**config.mk**
```make
export PLATFORM = sky130hd
export DESIGN_NAME = if_rd_arbiter
export DESIGN_NICKNAME = d
export VERILOG_FILES = /design/src/rtl/if_rd_pkg.sv /design/src/rtl/if_rd_arbiter_rr_pick.sv /design/src/rtl/if_rd_arbiter.sv
export SDC_FILE = /design/constraint.sdc
export NUM_CORES = 1
export LEC_CHECK = 0
export ABC_AREA = 1
export CORE_ASPECT_RATIO = 1.25
export CORE_MARGIN = 1
export CORE_UTILIZATION = 55
export DETAILED_ROUTE_END_ITERATION = 10
export HOLD_SLACK_MARGIN = 0.06
export MAX_ROUTING_LAYER = met4
export PLACE_DENSITY_LB_ADDON = 0.3
export SYNTH_ARGS = -nofsm -noshare
export SYNTH_HDL_FRONTEND = slang
export SYNTH_HIERARCHICAL = 1
export SYNTH_SLANG_ARGS = --single-unit
```
**constraint.sdc**
```tcl
create_clock -name clk_chip -period 13.5 [get_ports clk_chip]
set_clock_uncertainty 0.2 [all_clocks]
set_input_delay 2.7 -clock clk_chip [delete_from_list [all_inputs] [get_ports clk_chip]]
set_output_delay 2.7 -clock clk_chip [all_outputs]
set_load 0.01 [all_outputs]
```
**src/rtl/if_rd_pkg.sv**
```systemverilog
// Shared definitions for the SPI read-link scheduler: interface codes per
// requester slot and the scheduler FSM states.
package if_rd_pkg;

  localparam int IF_NUM_REQ = 5;

  localparam logic [3:0] IFCODE_NONE   = 4'h0;
  localparam logic [3:0] IFCODE_CFG    = 4'h1;
  localparam logic [3:0] IFCODE_ACT    = 4'h2;
  localparam logic [3:0] IFCODE_FLGACT = 4'h3;
  localparam logic [3:0] IFCODE_WEI    = 4'h4;
  localparam logic [3:0] IFCODE_FLGWEI = 4'h5;

  // Requester index -> interface code sent on config_data.
  localparam logic [3:0] IFCODE_TBL [IF_NUM_REQ] = '{
    IFCODE_CFG, IFCODE_ACT, IFCODE_FLGACT, IFCODE_WEI, IFCODE_FLGWEI
  };

  typedef enum logic [2:0] {
    IDLE,
    ARB,
    ISSUE,
    XFER,
    RELEASE
  } rd_state_e;

  // Table lookup that tolerates indices beyond the table (yields IFCODE_NONE).
  function automatic logic [3:0] ifcode_of(input int idx);
    logic [3:0] code;
    code = IFCODE_NONE;
    for (int i = 0; i < IF_NUM_REQ; i++) begin
      if (idx == i) code = IFCODE_TBL[i];
    end
    return code;
  endfunction

endpackage

```
**src/rtl/if_rd_arbiter_rr_pick.sv**
```systemverilog
// Combinational round-robin picker: returns the first set request at or
// after ptr_i, wrapping cyclically, as both a one-hot vector and an index.
module rr_pick #(
  parameter int NUM_REQ = 5,
  parameter int IDX_W   = (NUM_REQ > 1) ? $clog2(NUM_REQ) : 1
) (
  input  logic [NUM_REQ-1:0] req_i,
  input  logic [IDX_W-1:0]   ptr_i,
  output logic [NUM_REQ-1:0] gnt_o,
  output logic [IDX_W-1:0]   idx_o,
  output logic               valid_o
);

  // Scan from the farthest offset down so the nearest request to ptr_i wins.
  always_comb begin : pick
    int cand;
    // NOTE: every combinational output gets a default before any branch, so
    // no path leaves a signal unassigned and no latch is inferred.
    cand    = 0;
    gnt_o   = '0;
    idx_o   = '0;
    valid_o = 1'b0;
    for (int off = NUM_REQ - 1; off >= 0; off--) begin
      cand = (int'(ptr_i) + off) % NUM_REQ;
      if (req_i[cand]) begin
        gnt_o       = '0;
        gnt_o[cand] = 1'b1;
        idx_o       = IDX_W'(cand);
        valid_o     = 1'b1;
      end
    end
  end

endmodule

```
**src/rtl/if_rd_arbiter.sv**
```systemverilog
// Round-robin scheduler of the shared off-chip SPI read link. One requester
// at a time owns the link from ISSUE until the link reports done and is idle.
module if_rd_arbiter
  import if_rd_pkg::*;
#(
  parameter int NUM_REQ     = 5,
  parameter int SPI_WIDTH   = 32,
  parameter int TIMEOUT_CYC = 4096,
  parameter int TO_W        = 13
) (
  input  logic                   clk_chip,
  input  logic                   reset_n_chip,
  input  logic [NUM_REQ-1:0]     req,
  input  logic [3*NUM_REQ-1:0]   req_rst,
  input  logic [NUM_REQ-1:0]     dst_rdy,
  output logic [NUM_REQ-1:0]     gnt,
  output logic [NUM_REQ-1:0]     dst_valid,
  output logic [SPI_WIDTH-1:0]   dst_data,
  output logic [NUM_REQ-1:0]     done,
  input  logic                   config_ready,
  output logic                   config_paulse,
  output logic [3:0]             config_data,
  output logic [2:0]             Reset_IF_CFG,
  output logic                   rd_req,
  input  logic                   rd_valid,
  input  logic [SPI_WIDTH-1:0]   rd_data,
  input  logic                   rd_done,
  output logic                   err_timeout
);

  localparam int IDX_W = (NUM_REQ > 1) ? $clog2(NUM_REQ) : 1;
  localparam logic [TO_W-1:0]  TO_LIMIT = TO_W'(TIMEOUT_CYC);
  localparam logic [IDX_W-1:0] LAST_IDX = IDX_W'(NUM_REQ - 1);

  rd_state_e          state_q, state_d;
  logic [NUM_REQ-1:0] gnt_q, gnt_d;
  logic [IDX_W-1:0]   win_q, win_d;
  logic [IDX_W-1:0]   ptr_q, ptr_d;
  logic [3:0]         code_q, code_d;
  logic [2:0]         rst_cfg_q, rst_cfg_d;
  logic [TO_W-1:0]    to_cnt_q, to_cnt_d;
  logic               err_q, err_d;

  logic [NUM_REQ-1:0] pick_gnt;
  logic [IDX_W-1:0]   pick_idx;
  logic               pick_valid;

  rr_pick #(
    .NUM_REQ (NUM_REQ),
    .IDX_W   (IDX_W)
  ) u_rr_pick (
    .req_i   (req),
    .ptr_i   (ptr_q),
    .gnt_o   (pick_gnt),
    .idx_o   (pick_idx),
    .valid_o (pick_valid)
  );

  // State and scheduling registers; async reset puts the link back to IDLE at once.
  always_ff @(posedge clk_chip or negedge reset_n_chip) begin
    if (!reset_n_chip) begin
      state_q   <= IDLE;
      gnt_q     <= '0;
      win_q     <= '0;
      ptr_q     <= '0;
      code_q    <= '0;
      rst_cfg_q <= '0;
      to_cnt_q  <= '0;
      err_q     <= 1'b0;
    end else begin
      // NOTE: non-blocking assignments here so every register samples the
      // pre-edge value of the others, independent of statement order.
      state_q   <= state_d;
      gnt_q     <= gnt_d;
      win_q     <= win_d;
      ptr_q     <= ptr_d;
      code_q    <= code_d;
      rst_cfg_q <= rst_cfg_d;
      to_cnt_q  <= to_cnt_d;
      err_q     <= err_d;
    end
  end

  // Next-state logic plus the per-state link and requester strobes.
  always_comb begin
    state_d       = state_q;
    gnt_d         = gnt_q;
    win_d         = win_q;
    ptr_d         = ptr_q;
    code_d        = code_q;
    rst_cfg_d     = rst_cfg_q;
    to_cnt_d      = to_cnt_q;
    err_d         = err_q;
    config_paulse = 1'b0;
    rd_req        = 1'b0;
    dst_valid     = '0;
    done          = '0;

    unique case (state_q)
      IDLE: begin
        if (|req && config_ready) state_d = ARB;
      end
      ARB: begin
        // Requests may have been withdrawn since IDLE; fall back if none remain.
        if (pick_valid) begin
          gnt_d     = pick_gnt;
          win_d     = pick_idx;
          code_d    = ifcode_of(int'(pick_idx));
          rst_cfg_d = req_rst[3*int'(pick_idx) +: 3];
          state_d   = ISSUE;
        end else begin
          state_d = IDLE;
        end
      end
      ISSUE: begin
        config_paulse = 1'b1;
        to_cnt_d      = '0;
        state_d       = XFER;
      end
      XFER: begin
        rd_req           = dst_rdy[win_q];
        dst_valid[win_q] = rd_valid;
        // Count silent cycles; saturate so the flag cannot be lost to a wrap.
        if (rd_valid) begin
          to_cnt_d = '0;
        end else if (to_cnt_q != TO_LIMIT) begin
          to_cnt_d = to_cnt_q + 1'b1;
        end
        if (to_cnt_d == TO_LIMIT) err_d = 1'b1;
        if (rd_done) begin
          done[win_q] = 1'b1;
          state_d     = RELEASE;
        end
      end
      RELEASE: begin
        // Hold the grant until the link reports idle, then advance past the winner.
        if (config_ready) begin
          gnt_d   = '0;
          ptr_d   = (win_q == LAST_IDX) ? '0 : win_q + 1'b1;
          state_d = IDLE;
        end
      end
      default: state_d = IDLE;
    endcase
  end

  assign gnt          = gnt_q;
  assign dst_data     = rd_data;
  assign config_data  = code_q;
  assign Reset_IF_CFG = rst_cfg_q;
  assign err_timeout  = err_q;

endmodule

```
# Word-level counts from Yosys, hierarchy flattened
# Cells that the tools add are included.
[op_classes]
addsub = 6
multipliers = 1
n_div = 5
n_lt_le_gt_ge = 12
eq_ne = 15
n_shift = 1
n_mux = 67
bitwise_logic = 1
n_reduce_logical = 17
[ops]
columns = ["cell", "n"]
rows = [
  ["$ge A32 B1 Y1 const B", 5],
  ["$lt A32 B5 Y1 const B", 5],
  ["$mod A32 B4 Y32 const B", 4],
  ["$mux W5", 10],
  ["$mux W13", 3],
  ["$mod A4 B4 Y32 const B", 1],
  ["$mux W3", 9],
  ["$pmux W13 S2", 1],
  ["$mux W1", 25],
  ["$bmux W1 S3", 6],
  ["$demux W1 S3", 6],
  ["$mux W4", 4],
  ["$eq A3 B3 Y1 const B", 5],
  ["$pmux W3 S5", 1],
  ["$shiftx A15 B6 Y3", 1],
  ["$add A13 B1 Y13 const B", 1],
  ["$eq A13 B13 Y1 const B", 1],
  ["$ne A13 B13 Y1 const B", 1],
  ["$pmux W5 S2", 1],
  ["$eq A3 B2 Y1 const B", 3],
  ["$add A3 B2 Y4 const B", 2],
  ["$ne A2 B2 Y1 const B", 4],
  ["$logic_and A1 B1 Y1", 7],
  ["$logic_not A3 Y1", 2],
  ["other kinds (13)", 17],
]
[totals]
ff_bits = 35
inputBits = 62
out_inout_bits = 57
wordCells = 133

# Depth between registers and ports, before layout
[logic_depth]
word_depth = 16
depth_mapped = 38

# Hierarchy
# Netlist, hierarchy kept.
[by_module_without_submodules]
columns = ["module", "instances", "cells_per_inst", "area_per_inst_um2", "seq_area_each_um2"]
rows = [
  ["rr_pick", 1, 458, 2392.3, 0.0],
  ["if_rd_arbiter", 1, 321, 2317.2, 850.8],
]

# Worst setup path after synthesis
# OpenSTA, ideal clock, no wires.
[synth_path]
path_type = "input to output"
startpoint = "in dst_rdy[1]"
endpoint = "out rd_req"
arrival_ns = 3.117
t_required_ns = 10.600
slack_ns = 7.483
cell_stages = 4
cell_sequence = "nand2_1 -> nand2_1 -> a221oi_1 -> a21oi_1"
[synth_via]
elab_chain_cells = 3
[synth_rtl]
columns = ["element", "line", "text"]
rows = [
  ["from (decl)", "if_rd_arbiter.sv:15", "input logic [NUM_REQ-1:0] dst_rdy,"],
  ["$bmux W1 S3", "if_rd_arbiter.sv:121", "rd_req = dst_rdy[win_q];"],
  ["$mux W1 (not written as such)", "if_rd_arbiter.sv:121", ""],
  ["$mux W1", "if_rd_arbiter.sv:99", "unique case (state_q)"],
  ["to (decl)", "if_rd_arbiter.sv:24", "output logic rd_req,"],
]
# No other way between the ends. The select of a mux whose other input is x is not followed.

# Worst setup path in the final report
[layout_path]
startpoint = "in rd_valid"
endpoint = "out dst_valid[2]"
[layout_via]
elab_chain_cells = 2
[layout_rtl]
columns = ["element", "line", "text"]
rows = [
  ["from (decl)", "if_rd_arbiter.sv:25", "input logic rd_valid,"],
  ["$and A5 B5 Y5 (no source line)", "-", ""],
  ["$mux W5", "if_rd_arbiter.sv:99", ""],
  ["to (decl)", "if_rd_arbiter.sv:17", "output logic [NUM_REQ-1:0] dst_valid,"],
]
# No other way between the ends.

==> reports/metrics.csv <==
stage,metric,value,unit
clocking,Sink Count,34,
synthesis,top-count cell post-synth,nand2_1,
placement,hpwl dp,9540,um
die,Core Area,8290,um2
synthesis,"Net Count, Synth",872,
grt,vias in the first global route,4650,
routing,wire length per cell,13.4,um
synthesis,largest area contributor in the synthesized netlist,nand2_1,
placement,"worst slack, placed",6.58,ns
worst_setup_path,path depth of the worst reg2reg path,36,
worst_setup_path,crit path from,rd_valid,
synthesis,synthesis warning total,6,
grt,initial antenna violation count,0,
grt,grt ovf,0,
worst_setup_path,worst setup path class,in2out,
clocking,post_cts resized,0,
worst_setup_path,CP max FO,5,
sta,PnR worst setup slack,6.57,ns
sta,unrepaired setup endpoints after global routing,no,
sta,slew margin rel.,0.565,
synthesis,Syn Inst Count,779,
die,Initial Utilization,0.568,
hold_path,WHS Path Cells,2,
placement,I/O Buffers,53,
sta,Final Hold Viols,0,
flow_run,MaxCap Viol Count,0,
sta,WHS,0.272,ns
sta,Final Setup Violations,0,
routing,vias,4944,
sta,"Slew Viols, Final",0,
clocking,CTS tree,yes,
die,# IOs,119,
sta,Max Clk Rate,144,MHz
synthesis,top cell type's share of synthesized area,0.194,
clocking,clk slew on worst S/H paths,0.07,ns
outcome,status,"finished, violations left",
sta,final setup TNS,0,ns
grt,first-pass GRT wire length,20300,um
cells_and_area,filler instances,818,
synthesis,Yosys cell types,46,
cells_and_area,area delta synth->final,9.62,%
synthesis,Syn Std Cell Area,4710,um2
die,Die Wd,84.8,um
worst_setup_path,Arrival @ worst endpoint,4.03,ns
clocking,root buffer cell,clkbuf_8,
grt,largest net degree at the start of global routing,35,
clocking,H-tree depth,2,
worst_setup_path,CP endpoint kind,output port,
synthesis,Mapped Avg Cell Area,6.05,um2
cells_and_area,ant diodes,0,
routing,final wirelength,12000,um
clocking,Num CTS Buffers,5,
worst_setup_path,CP endpoint,dst_valid[2],
synthesis,Synth Register Bits,34,
routing,DR vias/cell,5.52,
sta,final worst-path cycle share,0.513,
synthesis,number of synthesized flops with an enable pin,0,
worst_setup_path,Critical R2R Capture,Reset_IF_CFG[0],
die,std cell rows,37,
synthesis,Post-synth top cells,"nand2_1, inv_1, nor2_1, nand3_1, dfrtp_1",
clocking,postcts setup bufs,0,
die,DIE AREA,8940,um2
worst_setup_path,worst path required time,10.60,ns
clocking,later-pin clock latency in the skew report,0.30,ns
clocking,Clock Path Buffers,2,
cells_and_area,share of layout cells above drive strength 1,0.0914,
synthesis,dominant cells by area after synthesis,"nand2_1, dfrtp_1, ha_1",
grt,GRT Overall Usage,0.285,
worst_setup_path,Setup crit start kind,input port,
synthesis,"Top FF cell, synth",dfrtp_1,
routing,drt pass-1 iters,10,
routing,Initial DRC Count,217,
cells_and_area,Nets,892,
routing,Final ANT Viol Nets,0,
sta,worst slew pin tran,0.651,ns
worst_setup_path,FF-to-FF Start,ptr_q[0],
die,die height,105,um
synthesis,Post-synth ARST share,1.00,
clocking,"Hold-fix buffers, CTS",0,
sta,post-layout min period,6.93,ns
routing,Residual DRC,9,
outcome,failing checks,design-rule violations,
synthesis,"Seq/Total Area, Yosys",0.181,
worst_setup_path,R2R setup slack,7.75,ns
placement,Placer Congestion,0.950,
hold_path,HP Class,reg2reg,
through the flow:
stage	utilization	std cells	area [um2]
2_1_floorplan	-	779	4710
5_1_grt	0.623	896	5160
6_report	0.623	896	5160
3_3_place_gp	0.613	889	5080
3_5_place_dp	0.613	889	5080
4_1_cts	0.623	896	5160
critical path, cell delays in order:
cell             delay [ns]
clkdlybuf4s50_1        0.54
nand2_1                0.14
nor2_1                 0.11
clkdlybuf4s50_1        0.54
how the worst min path moves through the flow:
stage	start	to	slack [ns]
6_report	err_timeout	err_timeout	0.27
5_1_grt	Reset_IF_CFG[2]	Reset_IF_CFG[2]	0.32
4_1_cts	err_timeout	err_timeout	0.28
3_5_place_dp	err_timeout	err_timeout	0.26
3_3_place_gp	err_timeout	err_timeout	0.25
2_1_floorplan	err_timeout	err_timeout	0.30
metal layers:
metal | vias up | wire length [um] | GRT usage
li1 | 2512 | - | -
met1 | 2276 | 4880 | 0.312
met2 | 128 | 6230 | 0.523
met3 | 28 | 572 | 0.0392
met4 | 0 | 310 | 0.103
met5 | - | 0 | -
registers in the layout, summed over array words and instances, names as in the netlist:
register,flops
to_cnt_q,13
gnt,5
Reset_IF_CFG,3
config_data,3
ptr_q,3
state_q,3
win_q,3
err_timeout,1
cell usage in the layout (no fill, tap or decap), types with 7 or more instances in the layout:
master and count:
nand2_4 8, inv_2 8, clkdlybuf4s50_1 53, nor2_1 84
a21oi_1 20, nand3_1 71, nor3_1 11, o21ai_1 10
ha_1 31, inv_1 88, nand4_1 19, nand2_2 24
o22ai_1 8, o211ai_1 7, dfrtp_1 34, o21ai_0 19
nor2_4 7, nand2_1 243
kinds of logic after synthesis:
group / count (synthesis) / synth area share
fa+ha+maj: 31 / 0.0824
buf+inv: 142 / 0.143
flops: 34 / 0.181
compound gates: 87 / 0.116
other cells: 1 / 0.000796
simple gates: 480 / 0.470
xor+xnor: 4 / 0.00744
area by class of cell:
cell class,instances,area (um2),share of cell area
sequential,34,851,0.165
clock inverter,2,10.0,0.00194
clock buffer,5,68.8,0.0133
inverter,100,380,0.0737
timing repair buffer,55,546,0.106
multi-input combinational,603,3190,0.617
tap,97,121,0.0235
Power is not shown: default switching activity piles up to over one toggle a cycle in this logic, so the estimate is an artifact.
